[src/rtl/lifo_stack_param.sv]
// Parametrised synchronous LIFO stack with registered pop data, occupancy count,
// almost-full/almost-empty thresholds, sticky error flags and a replace-top push+pop mode.
module lifo_stack_param #(
    parameter int WIDTH    = 4,
    parameter int DEPTH    = 4,
    parameter int AF_LEVEL = DEPTH - 1,
    parameter int AE_LEVEL = 1,
    localparam int CW      = $clog2(DEPTH + 1)
) (
    input  logic             Clk,
    input  logic             Rst,
    input  logic             EN,
    input  logic             Push,
    input  logic             Pop,
    input  logic [WIDTH-1:0] dataIn,
    output logic [WIDTH-1:0] dataOut,
    output logic             dataValid,
    output logic [WIDTH-1:0] Top,
    output logic [CW-1:0]    Count,
    output logic             EMPTY,
    output logic             FULL,
    output logic             ALMOST_EMPTY,
    output logic             ALMOST_FULL,
    output logic             OVERFLOW,
    output logic             UNDERFLOW
);

    localparam int AW = (DEPTH > 1) ? $clog2(DEPTH) : 1;
    localparam logic [CW-1:0] DEPTH_C = CW'(DEPTH);
    localparam logic [CW-1:0] AF_C    = CW'(AF_LEVEL);
    localparam logic [CW-1:0] AE_C    = CW'(AE_LEVEL);

    logic [WIDTH-1:0] mem [DEPTH];
    logic [CW-1:0]    count_q;
    logic [CW-1:0]    count_m1;
    logic [AW-1:0]    top_idx;
    logic             empty_i;
    logic             full_i;
    logic             mem_we;
    logic [AW-1:0]    mem_waddr;

    assign count_m1 = count_q - CW'(1);
    assign top_idx  = count_m1[AW-1:0];
    assign empty_i  = (count_q == '0);
    assign full_i   = (count_q == DEPTH_C);

    assign Count        = count_q;
    assign EMPTY        = empty_i;
    assign FULL         = full_i;
    assign ALMOST_FULL  = (count_q >= AF_C);
    assign ALMOST_EMPTY = (count_q <= AE_C);
    assign Top          = empty_i ? '0 : mem[top_idx];

    // A plain push writes the free slot; push+pop on a non-empty stack overwrites the top.
    always_comb begin
        mem_we    = 1'b0;
        mem_waddr = top_idx;
        if (!Rst && EN && Push) begin
            if (!Pop && !full_i) begin
                mem_we    = 1'b1;
                mem_waddr = count_q[AW-1:0];
            end else if (Pop && !empty_i) begin
                mem_we = 1'b1;
            end
        end
    end

    always_ff @(posedge Clk) begin
        if (mem_we) begin
            mem[mem_waddr] <= dataIn;
        end
    end

    always_ff @(posedge Clk) begin
        if (Rst) begin
            count_q   <= '0;
            dataOut   <= '0;
            dataValid <= 1'b0;
            OVERFLOW  <= 1'b0;
            UNDERFLOW <= 1'b0;
        end else if (!EN) begin
            dataValid <= 1'b0;
        end else begin
            case ({Push, Pop})
                2'b10: begin
                    dataValid <= 1'b0;
                    if (full_i) begin
                        OVERFLOW <= 1'b1;
                    end else begin
                        count_q <= count_q + CW'(1);
                    end
                end
                2'b01: begin
                    if (empty_i) begin
                        dataValid <= 1'b0;
                        UNDERFLOW <= 1'b1;
                    end else begin
                        dataOut   <= mem[top_idx];
                        dataValid <= 1'b1;
                        count_q   <= count_m1;
                    end
                end
                2'b11: begin
                    // Empty stack bypasses the pushed word straight to the output.
                    dataValid <= 1'b1;
                    dataOut   <= empty_i ? dataIn : mem[top_idx];
                end
                default: begin
                    dataValid <= 1'b0;
                end
            endcase
        end
    end

endmodule

[config.mk]
export PLATFORM = sky130hd
export DESIGN_NAME = lifo_stack_param
export DESIGN_NICKNAME = d
export VERILOG_FILES = /design/src/rtl/lifo_stack_param.sv
export SDC_FILE = /design/constraint.sdc
export NUM_CORES = 1
export LEC_CHECK = 0
export CAP_MARGIN = 5
export CORE_ASPECT_RATIO = 1.2
export CORE_MARGIN = 2
export CORE_UTILIZATION = 44
export CTS_CLUSTER_SIZE = 28
export DETAILED_ROUTE_END_ITERATION = 10
export GPL_TIMING_DRIVEN = 0
export PLACE_DENSITY = 0.7
export SETUP_SLACK_MARGIN = 0.02
export SYNTH_ARGS = -nofsm -noshare
export SYNTH_HDL_FRONTEND = slang
export SYNTH_SLANG_ARGS = --single-unit
[constraint.sdc]
create_clock -name Clk -period 2.9 [get_ports Clk]
set_clock_uncertainty 0.2 [all_clocks]
set_input_delay 0.435 -clock Clk [delete_from_list [all_inputs] [get_ports Clk]]
set_output_delay 0.435 -clock Clk [all_outputs]
set_load 0.05 [all_outputs]
[Word-level counts from Yosys, hierarchy flattened]
Memory sizes are Yosys's and may differ from the RTL's.
Index checks and enable logic that the tools add are counted.
Word-level totals
  register bits: 10
  bits in writable memories: 16
  bits of input ports: 9
  output and inout port bits: 18
  logic and storage cells: 49
  memories: 1
Memories
  mem: depth 4, bits a word 4, rd ports 1, clocked after Yosys merged registers in 0, write ports 1, line 33  | logic [WIDTH-1:0] mem [DEPTH];
Cells by class
  add/sub/neg operators: 2
  magnitude comparators: 2
  equal/unequal tests: 6
  muxes and demuxes: 16
  bitwise gates (word level): 1
  reductions and logical operators: 16
Operators by type and width (number)
  $mux W4: 3
  $reduce_and A3 Y1: 3
  $pmux W4 S2: 1
  $mux W1: 6
  $mux W3: 2
  $pmux W3 S2: 1
  $eq A2 B2 Y1 const B: 2
  $logic_and A1 B1 Y1: 4
  $logic_not A1 Y1: 4
  $mux W2: 2
  $ne A2 B2 Y1 const B: 2
  $reduce_and A4 Y1: 1
  $reduce_bool A2 Y1: 2
  $add A3 B1 Y3 const B: 1
  $eq A3 B3 Y1 const B: 1
  $ge A3 B2 Y1 const B: 1
  $le A3 B1 Y1 const B: 1
  $logic_not A3 Y1: 1
  $sub A3 B1 Y3 const B: 1
  $eq A2 B1 Y1 const B: 1
  $pmux W1 S2: 1
  $reduce_or A2 Y1: 1
  $not A1 Y1: 1

[Depth between registers and ports, before layout]
Gate-level depths: netlist of run 1.
  depth after elaboration: 8
  depth in mapped cells: 8
  gate-level depth less buffers: 6

[Least setup slack after synthesis of run 1]
No wires, ideal clock.
  kind: flip-flop to flip-flop
  from: reg count_q[0] (netlist: Count[0])
  to: mem mem[2][0] (enable)
  setup time: 339 ps
  data arrival time: 2268 ps
  data required time: 2361 ps
  setup slack: 93 ps
  stages on the path, launching flop included: 8
  buffers on the path: 1
  clock period less this slack: 2807 ps
  cell sequence: dfxtp_1 buf_6 inv_1 ha_1 and2_4 nor4_4 nand3_1 a21oi_1
Between the ends
  elaborated cells on any way between the ends: 14
  classes of those cells: add/sub: 1; eq/ne: 1; mux: 7; reduce/logical: 5
RTL lines
  start, declared: line 34  | logic [CW-1:0] count_q;
  start signal, assigned: line 90  | count_q <= count_q + CW'(1);
  start signal, assigned: line 100  | count_q <= count_m1;
  $eq A3 B3 Y1 (*): line 45  | assign full_i = (count_q == DEPTH_C);
  named net FULL: line 21  | output logic FULL,
  $logic_not A1 Y1 (*): line 59  | if (!Pop && !full_i) begin
  $logic_and A1 B1 Y1 (*): line 59
  $mux W1: line 59
  $mux W1: line 58  | if (!Rst && EN && Push) begin
  $mux W1: line 69  | if (mem_we) begin
  $mux W1 (implied by the code): line 70  | mem[mem_waddr] <= dataIn;
  end, declared: line 33
Mark *: on every way through the listed nets, which the timed path passes. The rest lies on a longest branch.

[Worst setup path in the final report of run 1]
  from: reg count_q[0] (netlist: Count[0])
  to: out ALMOST_FULL
Between the ends
  cells in the longest elaborated chain, start to end: 1
Ends and longest elaborated chain
  $ge A3 B2 Y1: line 50  | assign ALMOST_FULL = (count_q >= AF_C);
  end, declared: line 23  | output logic ALMOST_FULL,
Every way passes these cells.

==> results of run 1 <==
[registers in the layout, summed over array words and instances (netlist names)]
name and cells:
Count 3, OVERFLOW 1, UNDERFLOW 1, dataOut 4
dataValid 1, mem 16
[cell families (layout without fill, tap and decap cells)]
family / Yosys count / count (layout)
flip-flops: 26 / 26
adder cells (fa/ha/maj): 5 / 5
AO/OA/AOI/OAI: 22 / 22
XOR/XNOR: 2 / 2
buffers and inverters: 11 / 41
AND/OR/NAND/NOR: 36 / 36
multiplexers: 8 / 8
[final cells by class]
cell class / instances / area (um^2) / area share, %
Inverter: 5 / 18.8 / 1.12
Timing Repair Buffer: 26 / 235 / 14.0
Clock buffer: 3 / 22.5 / 1.34
Sequential cell: 26 / 686 / 40.9
Clock inverter: 1 / 30.0 / 1.79
Tap cell: 34 / 42.5 / 2.54
Buffer: 6 / 52.6 / 3.14
Multi-Input combinational cell: 73 / 588 / 35.1
[cell usage after synthesis (2+ instances only)]
library cell | n | share of area, %
mux2i_1 | 4 | 3.0
nor2b_1 | 2 | 0.94
a21oi_1 | 9 | 3.4
and2_1 | 3 | 1.4
mux4_1 | 3 | 5.9
dfxtp_1 | 10 | 15
buf_6 | 3 | 2.5
o21ai_0 | 4 | 1.5
nand2_1 | 2 | 0.56
edfxtp_1 | 16 | 36
or3_1 | 3 | 1.4
nand3_1 | 3 | 1.1
ha_1 | 5 | 4.7
nand3b_1 | 2 | 1.1
inv_1 | 5 | 1.4
nor2_1 | 12 | 3.4
a211oi_1 | 3 | 1.7
[repair_timing]
| item | CTS | global route |
|---|---|---|
| pin swaps | 0 | 0 |
| gates resized for setup | 24 | 2 |
| setup buffers | 0 | 1 |
| endpoints found under the setup margin | 6 | 4 |
[through the flow]
stage | total power, W | area, um^2 | hold WS (ns)
final | 0.000839 | 1680 | 0.230
after global routing | 0.000877 | 1680 | 0.228
after CTS | 0.000841 | 1660 | 0.236
after detailed placement | 0.000601 | 1630 | 0.264
after global placement | 0.000599 | 1630 | 0.248
after floorplan | 0.000542 | 1340 | 0.334
[placed cells by master (no fill, tap or decap), types with 5 or more instances in the layout]
cell type | Yosys | layout
a21oi_1 | 9 | 9
clkdlybuf4s50_1 | 0 | 19
dfxtp_1 | 10 | 8
edfxtp_1 | 16 | 16
ha_1 | 5 | 5
inv_1 | 5 | 5
nor2_1 | 12 | 12
[critical path, stage by stage, from the launching register on]
cell and delay [ns]:
dfxtp_4 0.38, buf_4 0.16, ha_1 0.21, ha_1 0.18
nor2_1 0.07, o21ai_0 0.09, clkdlybuf4s50_1 0.71
[power by group through the flow]
stage	sequential [W]	clock [W]	combinational, W
floorplan	0.000439	0	0.000103
global placement	0.000415	0	0.000183
detailed placement	0.000416	0	0.000185
CTS	0.000407	0.000254	0.000181
global route	0.000407	0.000272	0.000198
finish	0.000405	0.000251	0.000182
[path summary, 6_finish.rpt]
kind,end,slack (ns),cells past startpoint
max,ALMOST_FULL,0.15,6
min,UNDERFLOW,0.23,3
max reg2reg,mem[3][2],0.35,7
min reg2reg,UNDERFLOW,0.29,2
[metal layers]
layer  global-route usage [%]  up-vias
met3                     2.80        4
li1                         -      467
met4                     4.69        0
met2                     25.0       27
met1                     22.0      448
met5                        0        -
==> flow_summary_export.csv, run 1 <==
group,metric,value,unit
critical_path,crit_start,"Count[0]",
floorplanning,initial_core_util,47.1,%
timing,max_freq,363,MHz
hold_path,hold_start,"Pop",
synthesis,yosysSeqAreaShare,50.9,%
placed_design,placed_cells,169,
placed_design,portBuffers,25,
critical_path,r2r_start,"Count[0]",
synthesis,synth_top_family_by_area,"simple AND/OR/NAND/NOR gates",
route,num_vias,946,
critical_path,cp-start-kind,"register",
route,wl_per_cell,14.1,um
floorplanning,row_count,21,
hold_path,min_path_type,"input port to register",
pwr,internal-power,0.000610,W
timing,fin_crit_sh,94.9,%
route,met1_length,1130,um
cells_and_area,post-route-util,59.0,%
route,drt_first_pass_iters,4,
route,drc_errors,0,
critical_path,cp-end-kind,"output port",
clocking,root_buffer,"clkbuf_4",
synthesis,synth_edf_count,16,
clocking,cts_hold_buf,0,
pwr,switching_share,27.3,%
pwr,leakage,0.617,nW
pwr,max-vdd-ir-drop,0.445,mV
synthesis,muxShareOfSynthArea,10.6,%
pwr,p_seq_share,48.3,%
placed_design,dp_slack,-0.211,ns
synthesis,netlist_instances,110,
global_routing,grt_pass1_wl,4040,um
clocking,clock_path_buffers,2,
route,postRouteAntennaNets,0,
floorplanning,num_io_pins,27,
clocking,cts_tree,"done",
synthesis,synth_simple_gate_area_share,16.6,%
synthesis,ys_warn_count,0,
placed_design,dp_hpwl,1840,um
synthesis,ys_types,38,
pwr,pwr-share-comb,21.7,%
clocking,cts-htree-levels,1,
pwr,power_density,501,mW/mm^2
timing,min_period,2.75,ns
synthesis,ys_ff_latch,26,
clocking,cts_inserted_buffers,3,
route,dr.max_layer_used,"met4",
critical_path,crit_type,"register to output port",
route,met3_wirelength,102,um
cells_and_area,n_fill_cell,266,
timing,tightestPinTransition,0.497,ns
clocking,clk_latency,0.33,ns
cells_and_area,synthToLayoutAreaGrowth,25.3,%
floorplanning,die_w,54.3,um
timing,setup_viol,0,
clocking,clock_sinks,26,
job,cap_violations,0,
synthesis,synth_xor_area_share,1.31,%
floorplanning,core,0.00284,mm^2
synthesis,synth_fa_ha_area_share,4.68,%
global_routing,grt_pass1_vias,887,
status,outcome,"completed",
synthesis,yosys_most_used_dff,"edfxtp_1",
floorplanning,dieArea,0.00350,mm^2
cells_and_area,drive_above_1_share,17.9,%
cells_and_area,n_antenna_cell,0,
placed_design,place.gp.congestion,0.765,
timing,setup-tns-final,0,ns
synthesis,async_flop_share,0,%
cells_and_area,nets,155,
timing,slew_headroom,66.7,%
global_routing,gr-total-overflow,0,
critical_path,required,2.27,ns
critical_path,cp_max_fo,5,
route,drt_iter0_drc,37,
route,dr_wl_met2,1200,um
pwr,p_switching,0.000229,W
route,wl,2460,um
timing,rsz0062_at_grt,"false",
timing,slew_violations,0,
pwr,p_clk_share,29.9,%
floorplanning,die_y,64.4,um
global_routing,grt_antenna_before_repair,0,
global_routing,grt_max_degree,16,
cells_and_area,fin_cells,174,
clocking,clk_pin_slew,0.15,ns
route,viasPerCell,5.44,
timing,fin_ws,0.148,ns
synthesis,synth_fp_nets,124,
global_routing,grt_usage,15.9,%
critical_path,worst_ep_arrival_time,2.12,ns
synthesis,synth_compound_area_share,10.9,%
timing,hold_viol,0,
synthesis,syn_area_per_cell,12.2,um^2
synthesis,syn_area,0.00134,mm^2
No activity file was read; power rests on OpenSTA's default activity.
==> inputs of run 2 (changes only) <==
--- a/config.mk
+++ b/config.mk
@@ -7,11 +7,14 @@
 export LEC_CHECK = 0
 export CAP_MARGIN = 5
+export CELL_PAD_IN_SITES_DETAIL_PLACEMENT = 0
+export CELL_PAD_IN_SITES_GLOBAL_PLACEMENT = 1
 export CORE_ASPECT_RATIO = 1.2
 export CORE_MARGIN = 2
-export CORE_UTILIZATION = 44
+export CORE_UTILIZATION = 40
 export CTS_CLUSTER_SIZE = 28
 export DETAILED_ROUTE_END_ITERATION = 10
 export GPL_TIMING_DRIVEN = 0
-export PLACE_DENSITY = 0.7
+export PLACE_DENSITY_LB_ADDON = 0.1
+export REMOVE_ABC_BUFFERS = 1
 export SETUP_SLACK_MARGIN = 0.02
 export SYNTH_ARGS = -nofsm -noshare
==> constraint.sdc (replaced) <==
create_clock -name Clk -period 2.9 [get_ports Clk]
set_clock_uncertainty 0.2 [all_clocks]
set_input_delay 0.58 -clock Clk [delete_from_list [all_inputs] [get_ports Clk]]
set_output_delay 0.58 -clock Clk [all_outputs]
set_load 0.05 [all_outputs]
==> flow_summary_export.csv, run 2 (synthesis gave the netlist of run 1 again) <==
group,metric,value,unit
timing,fin_crit_sh,95.6,%
clocking,cts_inserted_buffers,3,
route,drt_iter0_drc,26,
critical_path,r2r_start,"Count[1]",
pwr,internal-power,0.000658,W
pwr,switching_share,25.7,%
critical_path,critical-path-top-delay-family,"buffers and inverters",
critical_path,slowest_stage,"dfxtp_2",
global_routing,grt_max_degree,17,
pwr,power_density,518,mW/mm^2
route,wl_per_cell,15.4,um
route,postRouteAntennaNets,0,
critical_path,cp-start-kind,"register",
hold_path,min_path_type,"register to register",
cells_and_area,n_fill_cell,314,
route,viasPerCell,5.25,
placed_design,placed_area,0.00159,mm^2
hold_path,hold_end,"UNDERFLOW",
critical_path,cp-end-kind,"output port",
critical_path,reg2reg_depth,6,
cells_and_area,largest_reg_flops,16,
timing,slew_headroom,64.5,%
clocking,cts_hold_buf,0,
critical_path,cp_max_fo,9,
clocking,cts_tree,"done",
floorplanning,dieArea,0.00382,mm^2
pwr,max-vdd-ir-drop,0.419,mV
global_routing,grt_usage,15.4,%
cells_and_area,largest_register,"mem",
route,wl,2690,um
clocking,clk_latency,0.27,ns
cells_and_area,synthToLayoutAreaGrowth,27.9,%
timing,slew_violations,0,
pwr,leakage,0.608,nW
route,drc_errors,0,
hold_path,whs_path_depth,2,
floorplanning,num_io_pins,27,
pwr,p_seq_share,46.0,%
global_routing,gr-total-overflow,0,
timing,max_freq,361,MHz
hold_path,hold_start,"UNDERFLOW",
placed_design,portBuffers,26,
route,drt_first_pass_iters,4,
cells_and_area,layout_common_cells,"clkdlybuf4s50_1, edfxtp_1, nor2_1",
route,num_vias,918,
status,outcome,"completed",
cells_and_area,nets,153,
cells_and_area,multiInputGateArea,601,um^2
cells_and_area,drive_above_1_share,17.4,%
cells_and_area,mostFrequentLayoutCell,"clkdlybuf4s50_1",
floorplanning,initial_core_util,40.8,%
critical_path,critPathMaxStageDelay,0.40,ns
cells_and_area,n_antenna_cell,0,
critical_path,cp_cell_sequence,"inv_1, ha_4, mux4_1, and2_1, clkdlybuf4s15_2",
placed_design,place.gp.congestion,0.701,
critical_path,worst-r2r-setup-slack,0.44,ns
pwr,p_clk_share,32.9,%
floorplanning,row_count,23,
timing,tightestPinTransition,0.530,ns
critical_path,required,2.12,ns
floorplanning,core,0.00328,mm^2
timing,rsz0062_at_grt,"false",
cells_and_area,seqCellArea,686,um^2
timing,setup_viol,0,
global_routing,grt_pass1_vias,855,
global_routing,grt_antenna_before_repair,0,
critical_path,worst_ep_arrival_time,1.99,ns
clocking,clock_sinks,26,
pwr,pwr-share-comb,21.1,%
cells_and_area,postLayoutCellArea,0.00171,mm^2
critical_path,timing.rr.end,"mem[2][2]",
timing,hold_viol,0,
critical_path,crit_buf_inv,2,
pwr,power.total,0.000886,W
job,cap_violations,0,
pwr,p_switching,0.000228,W
clocking,root_buffer,"clkbuf_8",
floorplanning,die_y,67.3,um
global_routing,grt_pass1_wl,4350,um
cells_and_area,fin_cells,175,
floorplanning,die_w,56.8,um
critical_path,crit_type,"register to output port",
placed_design,dp_hpwl,1950,um
clocking,cts-htree-levels,1,
clocking,clock_path_buffers,2,
timing,min_period,2.77,ns
placed_design,placed_cells,167,
clocking,clk_pin_slew,0.09,ns
run 2: what timing repair did:
item	4_1_cts	5_1_grt
cloned	0	0
endpoints found under the setup margin	24	5
endpoints found under the hold margin	0	0
pin swaps	0	0
gates resized for setup	18	2
setup buffers	0	4
run 2: stage by stage:
stage,hold WS (ns),setup WS (ns),util [%],TNS (ns)
4_1_cts,0.297,-0.00393,51.4,-0.00393
2_1_floorplan,0.445,-0.118,-,-0.495
3_5_place_dp,0.276,-0.606,48.6,-3.49
3_3_place_gp,0.253,-0.582,48.6,-3.69
5_1_grt,0.339,0.0200,52.1,0
6_report,0.284,0.128,52.1,0
run 2: power by group through the flow:
| stage | clock network, W | logic (W) | registers (W) |
|---|---|---|---|
| floorplan | 0 | 0.0000927 | 0.000441 |
| global placement | 0 | 0.000180 | 0.000418 |
| detailed placement | 0 | 0.000180 | 0.000419 |
| CTS | 0.000301 | 0.000183 | 0.000410 |
| global route | 0.000317 | 0.000203 | 0.000409 |
| finish | 0.000292 | 0.000187 | 0.000407 |
run 2: how the worst max path moves through the flow:
stage	startpoint	end	slack (ns)	cells past startpoint
floorplan	Count[0]	ALMOST_FULL	-0.12	2
global placement	Count[0]	Top[2]	-0.58	5
detailed placement	Count[0]	Top[2]	-0.61	5
CTS	Count[0]	Top[2]	-0.004	5
global route	Count[1]	Top[0]	0.02	5
finish	Count[1]	Top[0]	0.13	5
run 2: tightest hold or removal path: stages (launching register included):
cell,delay [ns]
dfxtp_1,0.34
a31oi_1,0.04
nor2_1,0.07
run 2: layout make-up:
class	instances	area share, %
Multi-Input combinational cell	73	35.1
Tap cell	37	2.71
Clock inverter	1	1.76
Sequential cell	26	40.1
Timing Repair Buffer	30	16.8
Inverter	5	1.10
Clock buffer	3	2.41
run 2: layer usage:
layer  vias to the layer above  part of all wire, %  GRT usage [%]
met5                         -                    0              0
met4                         0                  1.6           6.10
met3                         4                  3.8           3.45
met2                        20                   51           26.7
met1                       434                   44           18.7
li1                        460                    -              -
